$ cat src/rtl/cpu_control_fsm.sv
// cpu_control_fsm: multicycle fetch/decode/execute/writeback sequencer for the 16-bit CPU datapath.
// Latency: 3 cycles for ALU/store/branch/jump/JAL/NOP, 3+LOAD_WAIT cycles for loads.
// Backpressure: none by default; with MEM_WAIT_EN defined, MemReady stalls MEM_RD exit and MEM_WR completion.
module cpu_control_fsm #(
    parameter int REG_ADDR_W = 4,
    parameter int IMM_W      = 8,
    parameter int LOAD_WAIT  = 1
) (
    input  logic                  Clk,
    input  logic                  Reset_n,
    input  logic [15:0]           Instr,
    input  logic [4:0]            ALUFlags,
`ifdef MEM_WAIT_EN
    input  logic                  MemReady,
`endif
    output logic                  PCEn,
    output logic [1:0]            PCSel,
    output logic                  RegEn,
    output logic                  RAMEn,
    output logic                  Imm_s,
    output logic                  Signed,
    output logic                  RamAddrSelect,
    output logic                  LoadInSelect,
    output logic                  LinkSel,
    output logic [3:0]            ALUOpCode,
    output logic [REG_ADDR_W-1:0] RdestRegLoc,
    output logic [REG_ADDR_W-1:0] RsrcRegLoc,
    output logic [IMM_W-1:0]      Imm,
    output logic                  CarryIn,
    output logic [4:0]            Flags,
    output logic                  IllegalInstr
);

    typedef enum logic [3:0] {
        S_FETCH,
        S_DECODE,
        S_EXEC_R,
        S_EXEC_I,
        S_EXEC_SH,
        S_MEM_RD,
        S_LOAD_WB,
        S_MEM_WR,
        S_BRANCH,
        S_JUMP,
        S_JAL,
        S_ADV
    } state_t;

    // ALU operation codes presented on ALUOpCode
    localparam logic [3:0] ALU_ADD = 4'b0000;
    localparam logic [3:0] ALU_SUB = 4'b0001;
    localparam logic [3:0] ALU_CMP = 4'b0010;
    localparam logic [3:0] ALU_AND = 4'b0011;
    localparam logic [3:0] ALU_OR  = 4'b0100;
    localparam logic [3:0] ALU_XOR = 4'b0101;
    localparam logic [3:0] ALU_LSH = 4'b0111;
    localparam logic [3:0] ALU_RSH = 4'b1000;
    localparam logic [3:0] ALU_MUL = 4'b1010;

    // Major opcodes that are not ALU immediate forms
    localparam logic [3:0] OP_RTYPE = 4'b0000;
    localparam logic [3:0] OP_MEM   = 4'b0100;
    localparam logic [3:0] OP_SHIFT = 4'b1000;
    localparam logic [3:0] OP_BCOND = 4'b1100;

    // Secondary codes in IR[7:4]
    localparam logic [3:0] EXT_NOP  = 4'b0000;
    localparam logic [3:0] EXT_ADDU = 4'b0110;
    localparam logic [3:0] EXT_LSH  = 4'b0100;
    localparam logic [3:0] EXT_LOAD = 4'b0000;
    localparam logic [3:0] EXT_STOR = 4'b0100;
    localparam logic [3:0] EXT_JAL  = 4'b1000;
    localparam logic [3:0] EXT_JCND = 4'b1100;

    // Load wait-counter limits; the counter counts MEM_RD cycles already spent
    localparam logic [3:0] LW_MAX = 4'(LOAD_WAIT);
    localparam logic [3:0] LW_M1  = 4'(LOAD_WAIT - 1);

    state_t      state_q, state_d;
    logic [15:0] ir_q, ir_d;
    logic [4:0]  flags_q, flags_d;
    logic [3:0]  wait_cnt_q, wait_cnt_d;

    logic [3:0]  ir_op, ir_a, ir_ext, ir_b;
    logic [3:0]  alu_key;
    logic [3:0]  alu_op;
    logic        alu_sets_flags;
    state_t      dec_next;
    logic        dec_illegal;
    logic        cond_true;
    logic        mem_ready;
    logic [IMM_W-1:0] imm_sx, imm_zx, imm_sh;

    assign ir_op  = ir_q[15:12];
    assign ir_a   = ir_q[11:8];
    assign ir_ext = ir_q[7:4];
    assign ir_b   = ir_q[3:0];

    assign imm_sx = IMM_W'($signed(ir_q[7:0]));
    assign imm_zx = IMM_W'(ir_q[7:0]);
    assign imm_sh = IMM_W'(ir_q[3:0]);

`ifdef MEM_WAIT_EN
    assign mem_ready = MemReady;
`else
    assign mem_ready = 1'b1;
`endif

    // True when a 4-bit code names one of the ALU register/immediate instructions
    function automatic logic is_alu_code(input logic [3:0] code);
        case (code)
            4'b0101, 4'b0110, 4'b0111, 4'b1110,
            4'b1001, 4'b1010, 4'b1011,
            4'b0001, 4'b0010, 4'b0011: is_alu_code = 1'b1;
            default:                   is_alu_code = 1'b0;
        endcase
    endfunction

    // ALU operand key: immediate forms carry the code in the major opcode, R-type in ext
    assign alu_key = (state_q == S_EXEC_I) ? ir_op : ir_ext;

    // Map the instruction code to an ALU operation and note whether it captures flags
    always_comb begin
        alu_op         = ALU_ADD;
        alu_sets_flags = 1'b0;
        case (alu_key)
            4'b0101, 4'b0110, 4'b0111: begin alu_op = ALU_ADD; alu_sets_flags = 1'b1; end
            4'b1001, 4'b1010:          begin alu_op = ALU_SUB; alu_sets_flags = 1'b1; end
            4'b1011:                   begin alu_op = ALU_CMP; alu_sets_flags = 1'b1; end
            4'b0001:                   alu_op = ALU_AND;
            4'b0010:                   alu_op = ALU_OR;
            4'b0011:                   alu_op = ALU_XOR;
            4'b1110:                   alu_op = ALU_MUL;
            default:                   alu_op = ALU_ADD;
        endcase
    end

    // Classify the held instruction; anything unrecognised advances the PC and flags illegal
    always_comb begin
        dec_next    = S_ADV;
        dec_illegal = 1'b1;
        case (ir_op)
            OP_RTYPE: begin
                if (ir_ext == EXT_NOP) begin
                    dec_illegal = 1'b0;
                end else if (is_alu_code(ir_ext)) begin
                    dec_next    = S_EXEC_R;
                    dec_illegal = 1'b0;
                end
            end
            OP_SHIFT: begin
                if (ir_ext == EXT_LSH || ir_ext[3:1] == 3'b000) begin
                    dec_next    = S_EXEC_SH;
                    dec_illegal = 1'b0;
                end
            end
            OP_MEM: begin
                case (ir_ext)
                    EXT_LOAD: begin dec_next = S_MEM_RD; dec_illegal = 1'b0; end
                    EXT_STOR: begin dec_next = S_MEM_WR; dec_illegal = 1'b0; end
                    EXT_JCND: begin dec_next = S_JUMP;   dec_illegal = 1'b0; end
                    EXT_JAL:  begin dec_next = S_JAL;    dec_illegal = 1'b0; end
                    default:  begin dec_next = S_ADV;    dec_illegal = 1'b1; end
                endcase
            end
            OP_BCOND: begin
                dec_next    = S_BRANCH;
                dec_illegal = 1'b0;
            end
            default: begin
                if (is_alu_code(ir_op)) begin
                    dec_next    = S_EXEC_I;
                    dec_illegal = 1'b0;
                end
            end
        endcase
    end

    // Branch/jump condition from IR[11:8] against the registered flags {C,L,F,Z,N}
    always_comb begin
        cond_true = 1'b0;
        case (ir_a)
            4'b0000: cond_true =  flags_q[1];
            4'b0001: cond_true = !flags_q[1];
            4'b0010: cond_true =  flags_q[4];
            4'b0011: cond_true = !flags_q[4];
            4'b0100: cond_true =  flags_q[3];
            4'b0101: cond_true = !flags_q[3];
            4'b0110: cond_true =  flags_q[0];
            4'b0111: cond_true = !flags_q[0];
            4'b1000: cond_true =  flags_q[2];
            4'b1001: cond_true = !flags_q[2];
            4'b1010: cond_true = !flags_q[3] && !flags_q[1];
            4'b1011: cond_true =  flags_q[3] ||  flags_q[1];
            4'b1100: cond_true = !flags_q[0] && !flags_q[1];
            4'b1101: cond_true =  flags_q[0] ||  flags_q[1];
            4'b1110: cond_true = 1'b1;
            default: cond_true = 1'b0;
        endcase
    end

    // Next-state, datapath controls and register updates for the current state
    always_comb begin
        state_d       = state_q;
        ir_d          = ir_q;
        flags_d       = flags_q;
        wait_cnt_d    = '0;
        PCEn          = 1'b0;
        PCSel         = 2'b00;
        RegEn         = 1'b0;
        RAMEn         = 1'b0;
        Imm_s         = 1'b0;
        Signed        = 1'b0;
        RamAddrSelect = 1'b0;
        LoadInSelect  = 1'b0;
        LinkSel       = 1'b0;
        ALUOpCode     = ALU_ADD;
        RdestRegLoc   = '0;
        RsrcRegLoc    = '0;
        Imm           = '0;
        IllegalInstr  = 1'b0;
        case (state_q)
            S_FETCH: begin
                ir_d    = Instr;
                state_d = S_DECODE;
            end
            S_DECODE: begin
                state_d = dec_next;
            end
            S_EXEC_R: begin
                PCEn        = 1'b1;
                RegEn       = (alu_op != ALU_CMP);
                ALUOpCode   = alu_op;
                RdestRegLoc = REG_ADDR_W'(ir_a);
                RsrcRegLoc  = REG_ADDR_W'(ir_b);
                if (alu_sets_flags) flags_d = ALUFlags;
                state_d     = S_FETCH;
            end
            S_EXEC_I: begin
                PCEn        = 1'b1;
                RegEn       = (alu_op != ALU_CMP);
                Imm_s       = 1'b1;
                Signed      = (ir_op != EXT_ADDU);
                ALUOpCode   = alu_op;
                RdestRegLoc = REG_ADDR_W'(ir_a);
                Imm         = (ir_op != EXT_ADDU) ? imm_sx : imm_zx;
                if (alu_sets_flags) flags_d = ALUFlags;
                state_d     = S_FETCH;
            end
            S_EXEC_SH: begin
                PCEn        = 1'b1;
                RegEn       = 1'b1;
                RdestRegLoc = REG_ADDR_W'(ir_a);
                if (ir_ext == EXT_LSH) begin
                    ALUOpCode  = ALU_LSH;
                    RsrcRegLoc = REG_ADDR_W'(ir_b);
                end else begin
                    // Immediate shift: bit 4 picks direction, amount is IR[3:0]
                    ALUOpCode = ir_q[4] ? ALU_RSH : ALU_LSH;
                    Imm_s     = 1'b1;
                    Imm       = imm_sh;
                end
                state_d     = S_FETCH;
            end
            S_MEM_RD: begin
                RamAddrSelect = 1'b1;
                RsrcRegLoc    = REG_ADDR_W'(ir_b);
                if (wait_cnt_q >= LW_M1 && mem_ready) begin
                    state_d = S_LOAD_WB;
                end else begin
                    wait_cnt_d = (wait_cnt_q >= LW_MAX) ? LW_MAX : wait_cnt_q + 4'd1;
                end
            end
            S_LOAD_WB: begin
                PCEn          = 1'b1;
                RegEn         = 1'b1;
                LoadInSelect  = 1'b1;
                RamAddrSelect = 1'b1;
                RdestRegLoc   = REG_ADDR_W'(ir_a);
                RsrcRegLoc    = REG_ADDR_W'(ir_b);
                state_d       = S_FETCH;
            end
            S_MEM_WR: begin
                RAMEn         = 1'b1;
                RamAddrSelect = 1'b1;
                RdestRegLoc   = REG_ADDR_W'(ir_a);
                RsrcRegLoc    = REG_ADDR_W'(ir_b);
                PCEn          = mem_ready;
                if (mem_ready) state_d = S_FETCH;
            end
            S_BRANCH: begin
                PCEn    = 1'b1;
                Signed  = 1'b1;
                Imm     = imm_sx;
                PCSel   = cond_true ? 2'b01 : 2'b00;
                state_d = S_FETCH;
            end
            S_JUMP: begin
                PCEn       = 1'b1;
                RsrcRegLoc = REG_ADDR_W'(ir_b);
                PCSel      = cond_true ? 2'b10 : 2'b00;
                state_d    = S_FETCH;
            end
            S_JAL: begin
                // Link register written with PC+1 on the same edge the PC jumps
                PCEn        = 1'b1;
                RegEn       = 1'b1;
                LinkSel     = 1'b1;
                PCSel       = 2'b10;
                RdestRegLoc = REG_ADDR_W'(ir_a);
                RsrcRegLoc  = REG_ADDR_W'(ir_b);
                state_d     = S_FETCH;
            end
            S_ADV: begin
                PCEn         = 1'b1;
                IllegalInstr = dec_illegal;
                state_d      = S_FETCH;
            end
            default: begin
                state_d = S_FETCH;
            end
        endcase
    end

    assign Flags   = flags_q;
    assign CarryIn = flags_q[4];

    // State, instruction, flags and wait-counter registers
    always_ff @(posedge Clk or negedge Reset_n) begin
        if (!Reset_n) begin
            state_q    <= S_FETCH;
            ir_q       <= '0;
            flags_q    <= '0;
            wait_cnt_q <= '0;
        end else begin
            state_q    <= state_d;
            ir_q       <= ir_d;
            flags_q    <= flags_d;
            wait_cnt_q <= wait_cnt_d;
        end
    end

endmodule

$ cat config.mk
export PLATFORM = sky130hd
export DESIGN_NAME = cpu_control_fsm
export DESIGN_NICKNAME = d
export VERILOG_FILES = /design/src/rtl/cpu_control_fsm.sv
export SDC_FILE = /design/constraint.sdc
export NUM_CORES = 1
export LEC_CHECK = 0
export ABC_AREA = 1
export CAP_MARGIN = 20
export CORE_MARGIN = 10
export CORE_UTILIZATION = 35
export CTS_BUF_LIST = sky130_fd_sc_hd__clkbuf_2
export DETAILED_ROUTE_END_ITERATION = 10
export PLACE_DENSITY_LB_ADDON = 0.25
export SETUP_SLACK_MARGIN = 0.15
export SLEW_MARGIN = 20
export SYNTH_ARGS = -nofsm -noshare
export SYNTH_HDL_FRONTEND = slang
export SYNTH_SLANG_ARGS = --single-unit
export TNS_END_PERCENT = 10
$ cat constraint.sdc
create_clock -name Clk -period 1.3 [get_ports Clk]
set_clock_uncertainty 0.05 [all_clocks]
set_input_delay 0.13 -clock Clk [delete_from_list [all_inputs] [get_ports Clk]]
set_output_delay 0.13 -clock Clk [all_outputs]
set_load 0.02 [all_outputs]
==> results of run 1 <==
## per-stage QoR
step,area [sq um],utilization,instances,hold WS [ns],TNS (ns)
2_1_floorplan,1960,-,307,-0.216,-2.96
3_3_place_gp,3130,0.605,498,0.473,-21.37
3_5_place_dp,3130,0.605,498,0.477,-22.57
4_1_cts,3310,0.640,511,0.0632,-19.54
5_1_grt,3460,0.669,514,0.0709,-26.47
6_report,3460,0.669,514,0.0405,-21.49
## layer usage
layer / GRT usage / vias up / part of all wire
li1: - / 1228 / -
met1: 0.167 / 1152 / 0.40
met2: 0.277 / 64 / 0.52
met3: 0.0360 / 8 / 0.063
met4: 0.0296 / 0 / 0.0085
met5: 0 / - / 0
## sequential cells by signal, summed over array words and instances (netlist names)
signal,flops
state_q,4
Flags,5
ir_q,16
## cell type report
type	count	area (sq um)
clock buffers	4	20.0
well taps	70	87.6
inverters	50	193
repair buffers	139	1210
fillers	450	1710
flip-flops and latches	25	633
multi-input cells	226	1320
## cell families (layout without fill, tap and decap cells)
| group | Yosys count | after routing | share of synthesized area |
|---|---|---|---|
| buf+inv | 56 | 193 | 0.117 |
| compound gates | 43 | 43 | 0.126 |
| simple gates | 183 | 183 | 0.424 |
| flops | 25 | 25 | 0.333 |
## Yosys cell counts
cell type,number
nand3b_1,1
or2_2,1
nor2_2,2
nand3_1,24
o21ai_0,13
inv_1,47
a21oi_1,23
inv_2,2
nor3_1,2
clkbuf_1,1
a21boi_0,1
o31ai_1,1
nor2_8,1
nand2_1,84
nor2_1,56
o21ai_2,2
a41oi_1,1
clkinv_2,1
o21bai_1,1
buf_2,4
nand2_4,3
buf_4,1
o211ai_1,1
nor2_4,1
nand2_2,8
dfrtp_1,25
## power by group through the flow
stage	sequential, W	combinational [W]	clock, W
6_report	0.00155	0.00754	0.000317
5_1_grt	0.00160	0.00816	0.000351
4_1_cts	0.00152	0.00695	0.000322
3_5_place_dp	0.00151	0.00641	0
3_3_place_gp	0.00150	0.00631	0
2_1_floorplan	0.00153	0.00337	0
## how the worst min path moves through the flow
| stage | startpoint | end | slack, ns | cells after the start |
|---|---|---|---|---|
| 3_5_place_dp | Reset_n | ir_q[15]$_DFFE_PN0P_ | 0.48 | 2 |
| 4_1_cts | Reset_n | ir_q[15]$_DFFE_PN0P_ | 0.06 | 2 |
| 6_report | Reset_n | ir_q[15]$_DFFE_PN0P_ | 0.04 | 2 |
| 2_1_floorplan | Reset_n | Flags[0]$_DFFE_PN0P_ | -0.22 | 0 |
| 3_3_place_gp | Reset_n | ir_q[15]$_DFFE_PN0P_ | 0.47 | 2 |
| 5_1_grt | Reset_n | Flags[4]$_DFFE_PN0P_ | 0.07 | 2 |
## critical path, cell delays in order, from the launching register on
cell and delay, ns:
dfrtp_1 0.49, nor2_4 0.24, buf_6 0.14, nand3_4 0.08, nand2_4 0.10, inv_2 0.05
nor2_2 0.10, nand2_1 0.07, nand2_1 0.05, nand2_1 0.06, nand2_2 0.07, buf_6 0.12
## what timing repair did
item / 4_1_cts / 5_1_grt
endpoints found under the hold margin: 0 / 0
buffers inserted: 9 / 3
endpoints found under the setup margin: 62 / 62
gates resized for setup: 235 / 40
pin swaps: 18 / 14
==> metrics, run 1 <==
outcome finished, violations left; failing checks setup timing; H-Tree Depth 1; pwr dens 2720 nW/um^2; post-synthesis instance total 307; synthesis-to-finish area growth 84.2%; largest net degree at the start of global routing 26; Critical Path Fanout Max 4; YS warnings 0; die area 8700 sq um; WP data required 1.12 ns; number of max-cap violations 0; Clk pwr share 0.034; Worst Slack Setup Final -0.798 ns; Pwr Total 0.00941 W; power share of the combinational group 0.801; worst skew pair latency 0.35 ns; Die Width 93.3 microns; synth top area cells dfrtp_1 33%, nand2_1 17%, nor2_1 11%; reg2reg end Flags[3]$_DFFE_PN0P_; Rows 26; total iterations of the first detailed-routing run 4; GRT overflow 0; ANT cells 0; Sink Count 25; first-pass GRT wire length 11000 microns; switching pwr 0.00478 W; boundary pin count 60; RD Place Congestion 0.916; CTS Root Buffer Type clkbuf_2; Worst Hold Class in2async; vias per cell 4.77; CTS tree done; worst ir drop on vdd 1280 uV; hold buffer count at cts 0; clock tree buffer depth 2; CP Capture Type output port; type of the worst setup path reg2out; ANT nets after route 0; startpoint types register; reg-to-reg startpoint state_q[2]$_DFF_PN0_; leading area contributor after synthesis dfrtp_1; period utilisation layout 1.61; setup violators final 56; final net count 468; most common cell after layout, fill and taps aside buf_4; initial antenna violation count 0; Core ar. 5170 sq um; drc violations 0; Total GRT Usage 0.149; min Tclk post-route 2.10 ns; CTS Buf Count 3; Reg2Reg Depth 11; post-synth top area share 0.333; Yosys reg bits 25; dpl ws -0.829 ns; 1st-iter DRT viols 132; Fmax 477 MHz; sequential fraction of the synthesis area 0.333; RSZ-0062 raised after global routing yes; Critical Path Source state_q[2]$_DFF_PN0_; most frequent cells in the layout 84 x buf_4, 71 x nand2_1, 38 x nor2_1, 31 x inv_1, 27 x buf_6; LEAKAGE 1.84 nW; number of port buffers 59; critical path data arrival time 1.92 ns; post-synth net total 330; DP HPWL 5080 microns; R2R setup slack -0.42 ns; Reg clk slew, reported paths 0.24 ns; Starting Density 0.363; Avg Inst Size Synth 6.12 sq um; Slew headroom 0.785; via count 2452; share of cells above drive strength 1 0.468; die height 93.3 microns; cell area after synthesis 1880 sq um; synth unique cells 26; Worst-Margin Slew 0.322 ns; Pins Over Slew Limit 0; routed wire length 6900 microns; sequential share of power 0.165; Critical Path End ALUOpCode[1]; Sw Share 0.507; P_int 0.00464 W; vias in the first global route 2493; Wirelength per Cell 13.4 microns; Final Hold Fails 0
Note: power is estimated with default switching activity, not from simulation.
==> run 2: changes to the inputs <==
--- a/config.mk
+++ b/config.mk
@@ -12,7 +12,6 @@
 export CTS_BUF_LIST = sky130_fd_sc_hd__clkbuf_2
 export DETAILED_ROUTE_END_ITERATION = 10
 export PLACE_DENSITY_LB_ADDON = 0.25
-export SETUP_SLACK_MARGIN = 0.15
 export SLEW_MARGIN = 20
 export SYNTH_ARGS = -nofsm -noshare
 export SYNTH_HDL_FRONTEND = slang
==> run 2 against run 1 <==
  * The run still ends with setup timing left
  * Via count is 3.6% lower
  * Routed wire length up 1.1%
  * Critical endpoint unchanged
  * Utilization rose by 1.9 points
  * Cell area grew 2.8%
  * Global-route usage is 0.15 points lower
  * Sequential cell count is the same
  * Die area stayed put
  * Largest cell class unchanged
  * Final cell count fell by 0.19%
==> metrics, run 2 (synthesized netlist as in run 1, its figures left out) <==
ANT cells 0; GRT overflow 0; RD Place Congestion 0.922; total iterations of the first detailed-routing run 4; via count 2363; Core ar. 5170 sq um; hold path depth 3; Reg2Reg Depth 10; startpoint types register; Pins Over Slew Limit 0; type of the worst setup path reg2out; number of port buffers 59; FF+latch area 636 sq um; boundary pin count 60; Final Hold Fails 0; CTS Root Buffer Type clkbuf_2; LEAKAGE 1.85 nW; initial antenna violation count 0; Slew headroom 0.802; R2R setup slack -0.48 ns; setup_tns -23.96 ns; vias per cell 4.61; routed wire length 6980 microns; synthesis-to-finish area growth 89.3%; Worst Hold Slack 0.203 ns; dpl ws -0.839 ns; pwr dens 2710 nW/um^2; min Tclk post-route 2.12 ns; vias in the first global route 2407; RSZ-0062 raised after global routing yes; outcome finished, violations left; H-Tree Depth 1; setup violators final 59; share of cells above drive strength 1 0.517; FILL cells 414; failing checks setup timing; final net count 467; critical path data arrival time 1.94 ns; die height 93.3 microns; Fmax 473 MHz; Starting Density 0.363; Pwr Total 0.00964 W; reg-to-reg startpoint state_q[2]$_DFF_PN0_; Worst Slack Setup Final -0.816 ns; area of the multi-input gates 1390 sq um; Sink Count 25; DP HPWL 5030 microns; CTS Buf Count 3; Wirelength per Cell 13.6 microns; Hold Path End Flags[4]$_DFFE_PN0P_; die area 8700 sq um; Die Width 93.3 microns; number of max-cap violations 0; Worst Hold Class in2reg; min-delay src ALUFlags[4]; first-pass GRT wire length 10800 microns; CP Capture Type output port; Critical Path Fanout Max 8; Total GRT Usage 0.147; most frequent cells in the layout 76 x buf_4, 70 x nand2_1, 31 x nor2_1, 30 x buf_6, 28 x inv_1; max reg flops 16; largest net degree at the start of global routing 26; worst ir drop on vdd 1250 uV; worst skew pair latency 0.37 ns; clock tree buffer depth 2; drc violations 0; most common cell after layout, fill and taps aside buf_4; Reg clk slew, reported paths 0.26 ns; 1st-iter DRT viols 83; Reg with most FFs ir_q; period utilisation layout 1.63; ANT nets after route 0; WP data required 1.12 ns; reg2reg end Flags[0]$_DFFE_PN0P_; Rows 26; Worst-Margin Slew 0.294 ns; CTS tree done
## run 2: cell type report
| type | instances | area share |
|---|---|---|
| clock buffers | 3 | 0.00422 |
| inverters | 50 | 0.0556 |
| repair buffers | 138 | 0.344 |
| well taps | 70 | 0.0246 |
| multi-input cells | 226 | 0.391 |
| clock inverters | 1 | 0.00211 |
| flip-flops and latches | 25 | 0.179 |
## run 2: worst max-delay path by stage
stage / cells past startpoint / startpoint / end / slack [ns]
4_1_cts: 9 / state_q[1]$_DFF_PN0_ / Imm[1] / -0.73
3_3_place_gp: 8 / state_q[2]$_DFF_PN0_ / RsrcRegLoc[0] / -0.77
6_report: 10 / state_q[2]$_DFF_PN0_ / ALUOpCode[1] / -0.82
2_1_floorplan: 5 / state_q[2]$_DFF_PN0_ / Imm[4] / -0.16
3_5_place_dp: 8 / state_q[2]$_DFF_PN0_ / RsrcRegLoc[0] / -0.84
5_1_grt: 10 / state_q[2]$_DFF_PN0_ / ALUOpCode[1] / -0.89
## run 2: stage by stage
stage / utilization / area, sq um / std cells
2_1_floorplan: - / 1960 / 307
3_3_place_gp: 0.606 / 3130 / 497
3_5_place_dp: 0.606 / 3130 / 497
4_1_cts: 0.635 / 3280 / 505
5_1_grt: 0.688 / 3560 / 513
6_report: 0.688 / 3560 / 513
## run 2: worst max-delay path: stages, from the launching register on
cell	delay [ns]
dfrtp_2	0.51
nor2_4	0.24
nand2_8	0.12
nand2_2	0.08
nand2_2	0.07
nor2_4	0.14
nand2_2	0.07
nand2_1	0.07
nand2_1	0.05
nand2_1	0.08
buf_6	0.13
## run 2: where the power goes
group	switching, W	internal, W	total (W)
combinational	0.00422	0.00348	0.00771
sequential	0.000426	0.00118	0.00160
clock	0.000265	0.0000713	0.000336
## run 2: per-layer routing
metal | vias to the layer above | wire (microns) | GRT usage
met3 | 12 | 320 | 0.0272
met4 | 0 | 110 | 0.0360
met5 | - | 0 | 0
met2 | 63 | 3610 | 0.271
met1 | 1063 | 2940 | 0.170
li1 | 1225 | - | -
## run 2: what timing repair did
| action | in CTS | in global routing |
|---|---|---|
| endpoints found under the hold margin | 0 | 15 |
| setup endpoints to repair | 49 | 62 |
| gates resized for setup | 231 | 84 |
| pin swaps | 8 | 27 |
| hold buffers | 0 | 1 |
| buffers inserted | 4 | 7 |
